File: src/rtl/limn2600_alu_issue_if.sv
// Decoded-instruction handshake into the Limn2600 ALU issue stage.
// A transfer occurs on a rising clk edge where in_valid && in_ready; in_ready never looks at in_valid.
interface limn2600_alu_issue_if #(
    parameter int XLEN = 32,
    parameter int NREG = 32
);
    localparam int AW = $clog2(NREG);

    logic            in_valid;
    logic            in_ready;
    logic [2:0]      in_op;
    logic [AW-1:0]   in_rd;
    logic [AW-1:0]   in_ra;
    logic [AW-1:0]   in_rb;
    logic [XLEN-1:0] in_imm;
    logic            in_use_imm;

    modport master (
        output in_valid, in_op, in_rd, in_ra, in_rb, in_imm, in_use_imm,
        input  in_ready
    );

    modport slave (
        input  in_valid, in_op, in_rd, in_ra, in_rb, in_imm, in_use_imm,
        output in_ready
    );
endinterface

File: src/rtl/limn2600_alu_issue.sv
// Operand fetch / issue / writeback around the 1-cycle registered Limn2600 ALU.
// Distance-1 RAW hazards stall one cycle; distance-2 hazards bypass from alu_c.
module limn2600_alu_issue #(
    parameter int XLEN = 32,
    parameter int NREG = 32
) (
    input  logic                     clk,
    input  logic                     rst,
    limn2600_alu_issue_if.slave      in_if,
    output logic [2:0]               alu_op,
    output logic [XLEN-1:0]          alu_a,
    output logic [XLEN-1:0]          alu_b,
    input  logic [XLEN-1:0]          alu_c,
    output logic                     wb_valid,
    output logic [$clog2(NREG)-1:0]  wb_rd,
    output logic [XLEN-1:0]          wb_data,
    input  logic [$clog2(NREG)-1:0]  dbg_addr,
    output logic [XLEN-1:0]          dbg_data
);
    localparam int AW = $clog2(NREG);

    logic [XLEN-1:0] regs [NREG];
    logic            iss_valid;
    logic [2:0]      iss_op;
    logic [AW-1:0]   iss_rd;
    logic            hazard;
    logic            accept;
    logic [XLEN-1:0] opa;
    logic [XLEN-1:0] opb;
    logic [AW-1:0]   src_b;

    // Only the instruction currently in issue can be a distance-1 producer.
    always_comb begin
        hazard = iss_valid && (iss_op != 3'b000) && (iss_rd != '0) &&
                 ((iss_rd == in_if.in_ra) || (!in_if.in_use_imm && (iss_rd == in_if.in_rb)));
        in_if.in_ready = !hazard;
        accept = in_if.in_valid && !hazard;
    end

    // wb_valid already excludes NOPs; src != 0 excludes rd=0 forwarding.
    always_comb begin
        src_b = in_if.in_rb;
        if (in_if.in_ra == '0)
            opa = '0;
        else if (wb_valid && (wb_rd == in_if.in_ra))
            opa = alu_c;
        else
            opa = regs[in_if.in_ra];

        if (in_if.in_use_imm)
            opb = in_if.in_imm;
        else if (src_b == '0)
            opb = '0;
        else if (wb_valid && (wb_rd == src_b))
            opb = alu_c;
        else
            opb = regs[src_b];
    end

    always_ff @(posedge clk) begin
        if (rst) begin
            iss_valid <= 1'b0;
            iss_op    <= 3'b000;
            iss_rd    <= '0;
            alu_a     <= '0;
            alu_b     <= '0;
            wb_valid  <= 1'b0;
            wb_rd     <= '0;
            for (int i = 0; i < NREG; i++)
                regs[i] <= '0;
        end else begin
            if (wb_valid && (wb_rd != '0))
                regs[wb_rd] <= alu_c;
            wb_valid <= iss_valid && (iss_op != 3'b000);
            wb_rd    <= iss_rd;
            if (accept) begin
                iss_valid <= 1'b1;
                iss_op    <= in_if.in_op;
                iss_rd    <= in_if.in_rd;
                alu_a     <= opa;
                alu_b     <= opb;
            end else begin
                // Empty issue slot presents NOP so the ALU holds c; a/b keep their values.
                iss_valid <= 1'b0;
                iss_op    <= 3'b000;
            end
        end
    end

    assign alu_op  = iss_op;
    assign wb_data = alu_c;

    always_comb begin
        if (dbg_addr == '0)
            dbg_data = '0;
        else
            dbg_data = regs[dbg_addr];
    end
endmodule

File: src/flat_wrapper.sv
// flat-port wrapper written by rule: the top's interface ports become plain ports
module limn2600_alu_issue_flat 
#(
    parameter int XLEN = 32,
    parameter int NREG = 32
)
  (clk, rst, alu_op, alu_a, alu_b, alu_c, wb_valid, wb_rd, wb_data, dbg_addr, dbg_data, in_if_in_valid, in_if_in_op, in_if_in_rd, in_if_in_ra, in_if_in_rb, in_if_in_imm, in_if_in_use_imm, in_if_in_ready);
  limn2600_alu_issue_if #(.XLEN(XLEN), .NREG(NREG)) in_if_i ();
  input  logic clk;
  input  logic rst;
  output logic [2:0] alu_op;
  output logic [XLEN-1:0] alu_a;
  output logic [XLEN-1:0] alu_b;
  input  logic [XLEN-1:0] alu_c;
  output logic wb_valid;
  output logic [$clog2(NREG)-1:0] wb_rd;
  output logic [XLEN-1:0] wb_data;
  input  logic [$clog2(NREG)-1:0] dbg_addr;
  output logic [XLEN-1:0] dbg_data;
  input wire logic [$bits(in_if_i.in_valid)-1:0] in_if_in_valid;
  input wire logic [$bits(in_if_i.in_op)-1:0] in_if_in_op;
  input wire logic [$bits(in_if_i.in_rd)-1:0] in_if_in_rd;
  input wire logic [$bits(in_if_i.in_ra)-1:0] in_if_in_ra;
  input wire logic [$bits(in_if_i.in_rb)-1:0] in_if_in_rb;
  input wire logic [$bits(in_if_i.in_imm)-1:0] in_if_in_imm;
  input wire logic [$bits(in_if_i.in_use_imm)-1:0] in_if_in_use_imm;
  output wire logic [$bits(in_if_i.in_ready)-1:0] in_if_in_ready;
  assign in_if_i.in_valid = in_if_in_valid;
  assign in_if_i.in_op = in_if_in_op;
  assign in_if_i.in_rd = in_if_in_rd;
  assign in_if_i.in_ra = in_if_in_ra;
  assign in_if_i.in_rb = in_if_in_rb;
  assign in_if_i.in_imm = in_if_in_imm;
  assign in_if_i.in_use_imm = in_if_in_use_imm;
  assign in_if_in_ready = in_if_i.in_ready;
  limn2600_alu_issue #(.XLEN(XLEN), .NREG(NREG)) u_core (.clk(clk), .rst(rst), .in_if(in_if_i), .alu_op(alu_op), .alu_a(alu_a), .alu_b(alu_b), .alu_c(alu_c), .wb_valid(wb_valid), .wb_rd(wb_rd), .wb_data(wb_data), .dbg_addr(dbg_addr), .dbg_data(dbg_data));
endmodule
File: config.mk
export PLATFORM = sky130hd
export DESIGN_NAME = limn2600_alu_issue_flat
export DESIGN_NICKNAME = d
export VERILOG_FILES = /design/src/rtl/limn2600_alu_issue_if.sv /design/src/rtl/limn2600_alu_issue.sv /design/src/flat_wrapper.sv
export SDC_FILE = /design/constraint.sdc
export NUM_CORES = 2
export LEC_CHECK = 0
export BUFFER_PORTS_ARGS = -buffer_cell sky130_fd_sc_hd__buf_4
export CAP_MARGIN = 15
export CORE_UTILIZATION = 45
export DETAILED_ROUTE_END_ITERATION = 6
export GPL_TIMING_DRIVEN = 0
export SYNTH_ARGS = -nofsm -noshare
export SYNTH_HDL_FRONTEND = slang
export SYNTH_SLANG_ARGS = --single-unit
File: constraint.sdc
create_clock -name clk -period 10.9 [get_ports clk]
set_input_delay 0.545 -clock clk [delete_from_list [all_inputs] [get_ports clk]]
set_output_delay 0.545 -clock clk [all_outputs]
set_load 0.005 [all_outputs]
### Word-level counts from Yosys, hierarchy flattened

Memory sizes are Yosys's and may differ from the RTL's.
Index checks and enable logic that the tools add are counted.

* bits in registers: 79
* logic and storage cells: 47
* bits in writable memories: 1024
* output and inout port bits: 138
* memories: 1
* bits of input ports: 91

* equality and inequality tests: 4
* bitwise logic cells: 1
* mux-type cells: 15
* reduce and logical (&&, ||, !) cells: 19

Memory list
* u_core.regs: depth 32, bits a word 32, rd ports 3, clocked after Yosys merged registers in 0, write ports 32, RTL line limn2600_alu_issue.sv:22 `logic [XLEN-1:0] regs [NREG];`

Operators with widths (number)
* two-way mux 32 bit: 7
* OR reduction 32 bit: 1
* == test 5 bit: 4
* logical NOT 5 bit: 3
* nonzero test 5 bit: 2
* logical AND 1 bit: 8
* two-way mux 1 bit: 7
* two-way mux 5 bit: 1
* nonzero test 3 bit: 1
* logical NOT 1 bit: 2
* OR reduction 2 bit: 1
* logical OR 1 bit: 1
* inverter 1 bit: 1

### Depth between registers and ports, before layout

* depth after elaboration: 8
* gate-level depth with buffers: 11

### Worst setup path after synthesis

OpenSTA, ideal clock, no wires.

* path type: reg-to-reg
* start point: register u_core.wb_rd[2]
* end point: memory u_core.regs[12][0] (enable)
* arrival time: 3.561 ns
* stages on the path, launching flop included: 8
* data required time: 10.434 ns
* buffers on the path: 4
* path slack: 6.874 ns
* library setup time: 0.466 ns
* cells stage by stage: dfxtp_1 > buf_2 > or3_1 > clkbuf_1 > nand4bb_1 > buf_2 > clkbuf_1 > o21ai_0

RTL lines
* start: declaration: RTL line limn2600_alu_issue.sv:15 `output logic [$clog2(NREG)-1:0] wb_rd,`
* start signal: assignment: RTL line limn2600_alu_issue.sv:75 `wb_rd <= iss_rd;`
* end: declaration: RTL line limn2600_alu_issue.sv:22

### Worst setup path after layout

* start point: input dbg_addr[0]
* end point: output dbg_data[1]

* word-level cells in the longest chain between the ends: 2
* elaborated cells on any way between the ends: 3
* classes of those cells: 1 x mux; 1 x reduce/logical; 1 x memory

RTL lines
* start: declaration: RTL line flat_wrapper.sv:18 `input logic [$clog2(NREG)-1:0] dbg_addr;`
* memory (32 x 32 bit) or logical NOT 5 bit (tied branches)
* two-way mux 32 bit *: RTL line limn2600_alu_issue.sv:94 `if (dbg_addr == '0)`
* end: declaration: RTL line flat_wrapper.sv:19 `output logic [XLEN-1:0] dbg_data;`

Every way passes the cells marked *; elsewhere a longest branch is shown, timed or not.

==> results.py <==
metrics = {
    "drt": {
        "drtIter0Drc": 11900,
        "dr.pass1.iters": 7,
        "detail-route-antenna-nets": 0,
        "drc": 33,
        "avgRoutedWirePerCell_um": 52.0,
        "num_vias": 56000,
        "routed_wl_um": 366000,
        "via_per_inst": 7.96,
    },
    "worst_hold_path": {
        "hold_end": "u_core.alu_b[4]$_SDFFE_PP0P_",
        "min_path_type": "in2reg",
        "min_path_cells": 3,
        "worstHoldStart": "in_if_in_imm[4]",
    },
    "finish": {
        "drive_gt1_share_pct": 30.9,
        "instances_no_fill": 7032,
        "final_area_sq_mm": 0.0766,
        "final_nets": 5085,
        "areaGrowthSynthToFinish_pct": 17.6,
    },
    "job": {
        "maxCapViolCount": 0,
    },
    "global_route": {
        "grt_max_degree": 26,
        "grt_overflow_total": 0,
        "antenna_found_initial": 22,
        "grt_pass1_wl_um": 479000,
        "grt_pass1_vias": 52100,
        "grt_util_all_layers_pct": 49.9,
    },
    "clocking": {
        "cts_tree": "built",
        "cts_buffers": 133,
        "clockRootBuffer": "clkbuf_16",
        "clock_latency_ns": 0.84,
        "clkTransAtPathRegs_ns": 0.06,
        "htreeDepth": 4,
        "clock_sinks": 1103,
        "cts_max_path_buffers": 3,
    },
    "synthesis": {
        "postSynthCellCount": 4468,
        "synth_warnings": 0,
        "yosys-top-cells-count": "1024 x edfxtp_1, 941 x nor3_1, 797 x mux4_2",
        "synthArstFlopShare_pct": 0,
        "synth_mux_area_share_pct": 31.3,
        "synth_xor_area_share_pct": 0.269,
        "synth_compound_area_share_pct": 4.73,
        "syn-cell-area_sq_mm": 0.0651,
        "yosysMostFrequentCell": "edfxtp_1",
        "yosys_most_used_dff": "edfxtp_1",
        "post-synth-top-area-fraction_pct": 47.2,
        "ys_types": 62,
        "synth_top_area_cell": "edfxtp_1",
        "synth_fa_ha_area_share_pct": 0,
        "yosys.area_share.simple_pct": 9.25,
        "syn_avg_cell_area_sq_um": 14.6,
        "synth_top_family_by_area": "multiplexers",
        "synth_edf_count": 1024,
        "ys_top_cells_by_area": "edfxtp_1 47%, mux4_2 28%, nor3_1 7.2%, mux2i_1 3.4%, clkbuf_1 2.5%",
        "ys_ff_latch": 1103,
        "ys_seq_area_share_pct": 49.7,
    },
    "critical_path": {
        "start_kind": "input pin",
        "reg2reg_from": "u_core.wb_rd[2]$_SDFF_PP0_",
        "setup.worst_path.class": "in2out",
        "crit_fanout": 10,
        "r2r_cells": 8,
        "worst_ep_required_time_ns": 10.36,
        "r2r_end": "u_core.alu_b[0]$_SDFFE_PP0P_",
        "critPathArrivalTime_ns": 4.70,
        "cp-end-kind": "output port",
        "r2r_slack_ns": 6.44,
    },
    "floorplan": {
        "rows": 139,
        "ioPinCount": 229,
        "fp.dieW_um": 382,
        "initial_utilization_pct": 45.4,
        "die_y_um": 382,
        "core_sq_mm": 0.143,
        "die_area_sq_mm": 0.146,
    },
    "sta": {
        "min_period_ns": 5.24,
        "fin_crit_sh_pct": 48.1,
        "tightestPinTransition_ns": 1.42,
        "slew_headroom_pct": 5.65,
        "drv_slew": 0,
        "fmax_mhz": 191,
        "rsz0062_at_grt": "false",
        "fin_ws_ns": 5.66,
        "setup_viol": 0,
        "finClkSkew_ns": 0.0351,
        "hold_viol": 0,
        "setup_tns_ns": 0,
    },
    "place": {
        "pre_cts_ws_ns": 5.79,
        "dp_hpwl_um": 267000,
        "placedInstanceArea_sq_mm": 0.0716,
        "port-buffer-count": 214,
        "place_congestion": 1.04,
        "dp_cells": 6710,
    },
    "outcome": {
        "status": "complete, but fails checks",
        "violations": "design-rule violations",
    },
    "power_and_ir_drop": {
        "ir_drop_mv": 0.187,
        "power.leakage_nw": 25.6,
        "p_per_area_mw_per_mm2": 150,
    },
}
how the worst max path moves through the flow:
| stage | from | endpoint | slack (ns) | cells after the start |
|---|---|---|---|---|
| 6_report | dbg_addr[0] | dbg_data[1] | 5.66 | 8 |
| 5_1_grt | dbg_addr[0] | dbg_data[1] | 5.79 | 8 |
| 4_1_cts | dbg_addr[0] | dbg_data[1] | 5.99 | 8 |
| 3_5_place_dp | in_if_in_rb[3] | u_core.alu_b[19]$_SDFFE_PP0P_ | 5.79 | 9 |
| 3_3_place_gp | u_core.wb_rd[2]$_SDFF_PP0_ | u_core.regs[12][9]$_SDFFCE_PN0P_ | 2.26 | 7 |
| 2_1_floorplan | u_core.wb_rd[2]$_SDFF_PP0_ | u_core.regs[12][0]$_SDFFCE_PN0P_ | 6.87 | 7 |
cells in the final DEF, fill, tap and decap left out, drive strengths merged, types with 73 or more instances in the layout:
| cell type | instances |
|---|---|
| mux4 | 797 |
| clkbuf | 620 |
| nor2 | 73 |
| dfxtp | 79 |
| nor3 | 942 |
| mux2i | 223 |
| edfxtp | 1024 |
| buf | 550 |
| o221ai | 76 |
| a21oi | 78 |
final cells by class:
class                   count  area [sq um]
flip-flops and latches   1103         32300
fillers                 11900         66900
well taps                1903          2380
clock buffers             183          3770
repair buffers            360          4240
diodes                     30          75.1
inverters                  33           124
clock inverters            57           498
plain buffers             651          2980
multi-input cells        2712         30200
layer usage:
layer	vias to the layer above	track usage [%]	wire (um)
met2	6626	64.5	142000
met1	28200	61.9	121000
met3	1474	25.4	65500
met4	36	40.2	36500
met5	-	0.827	801
li1	19600	-	-
worst max-delay path, cell delays in order:
cell      delay [ns]
clkbuf_1        0.31
clkbuf_1        0.95
buf_2           0.79
mux4_2          0.62
mux4_2          0.52
mux2i_1         0.68
nor2_1          0.09
buf_4           0.17
power by group:
part	switching, W	total, W	internal, W
Combinational	0.00126	0.00199	0.000733
Sequential	0.000135	0.00491	0.00477
Clock	0.00198	0.00456	0.00257
Total	0.00338	0.0115	0.00808
cell families after synthesis:
| kind of cell | after synthesis |
|---|---|
| buf+inv | 684 |
| xor+xnor | 20 |
| mux | 1039 |
| flops | 1103 |
| simple gates | 1194 |
| compound gates | 427 |
| other cells | 1 |
state kept, by name, indices dropped and copies added (netlist names):
| signal | flops |
|---|---|
| u_core.iss_valid | 1 |
| u_core.iss_rd | 5 |
| u_core.alu_a | 32 |
| u_core.wb_rd | 5 |
| u_core.regs | 1024 |
| u_core.alu_b | 32 |
| u_core.wb_valid | 1 |
| u_core.alu_op | 3 |
metrics by stage:
stage / util, % / total power [W] / hold WS, ns
detailed placement: 49.9 / 0.00682 / 0.451
CTS: 53.0 / 0.0112 / 0.00289
global placement: 48.2 / 0.00676 / 0.448
floorplan: - / 0.00588 / 0.431
global route: 53.3 / 0.0115 / 0.0374
finish: 53.4 / 0.0115 / 0.00761
what timing repair did:
item | in CTS | in global routing
gates resized for setup | 0 | 0
hold buffers | 23 | 0
buffers inserted | 0 | 0
hold endpoints to repair | 23 | 0
(Power assumes the default switching activity.)
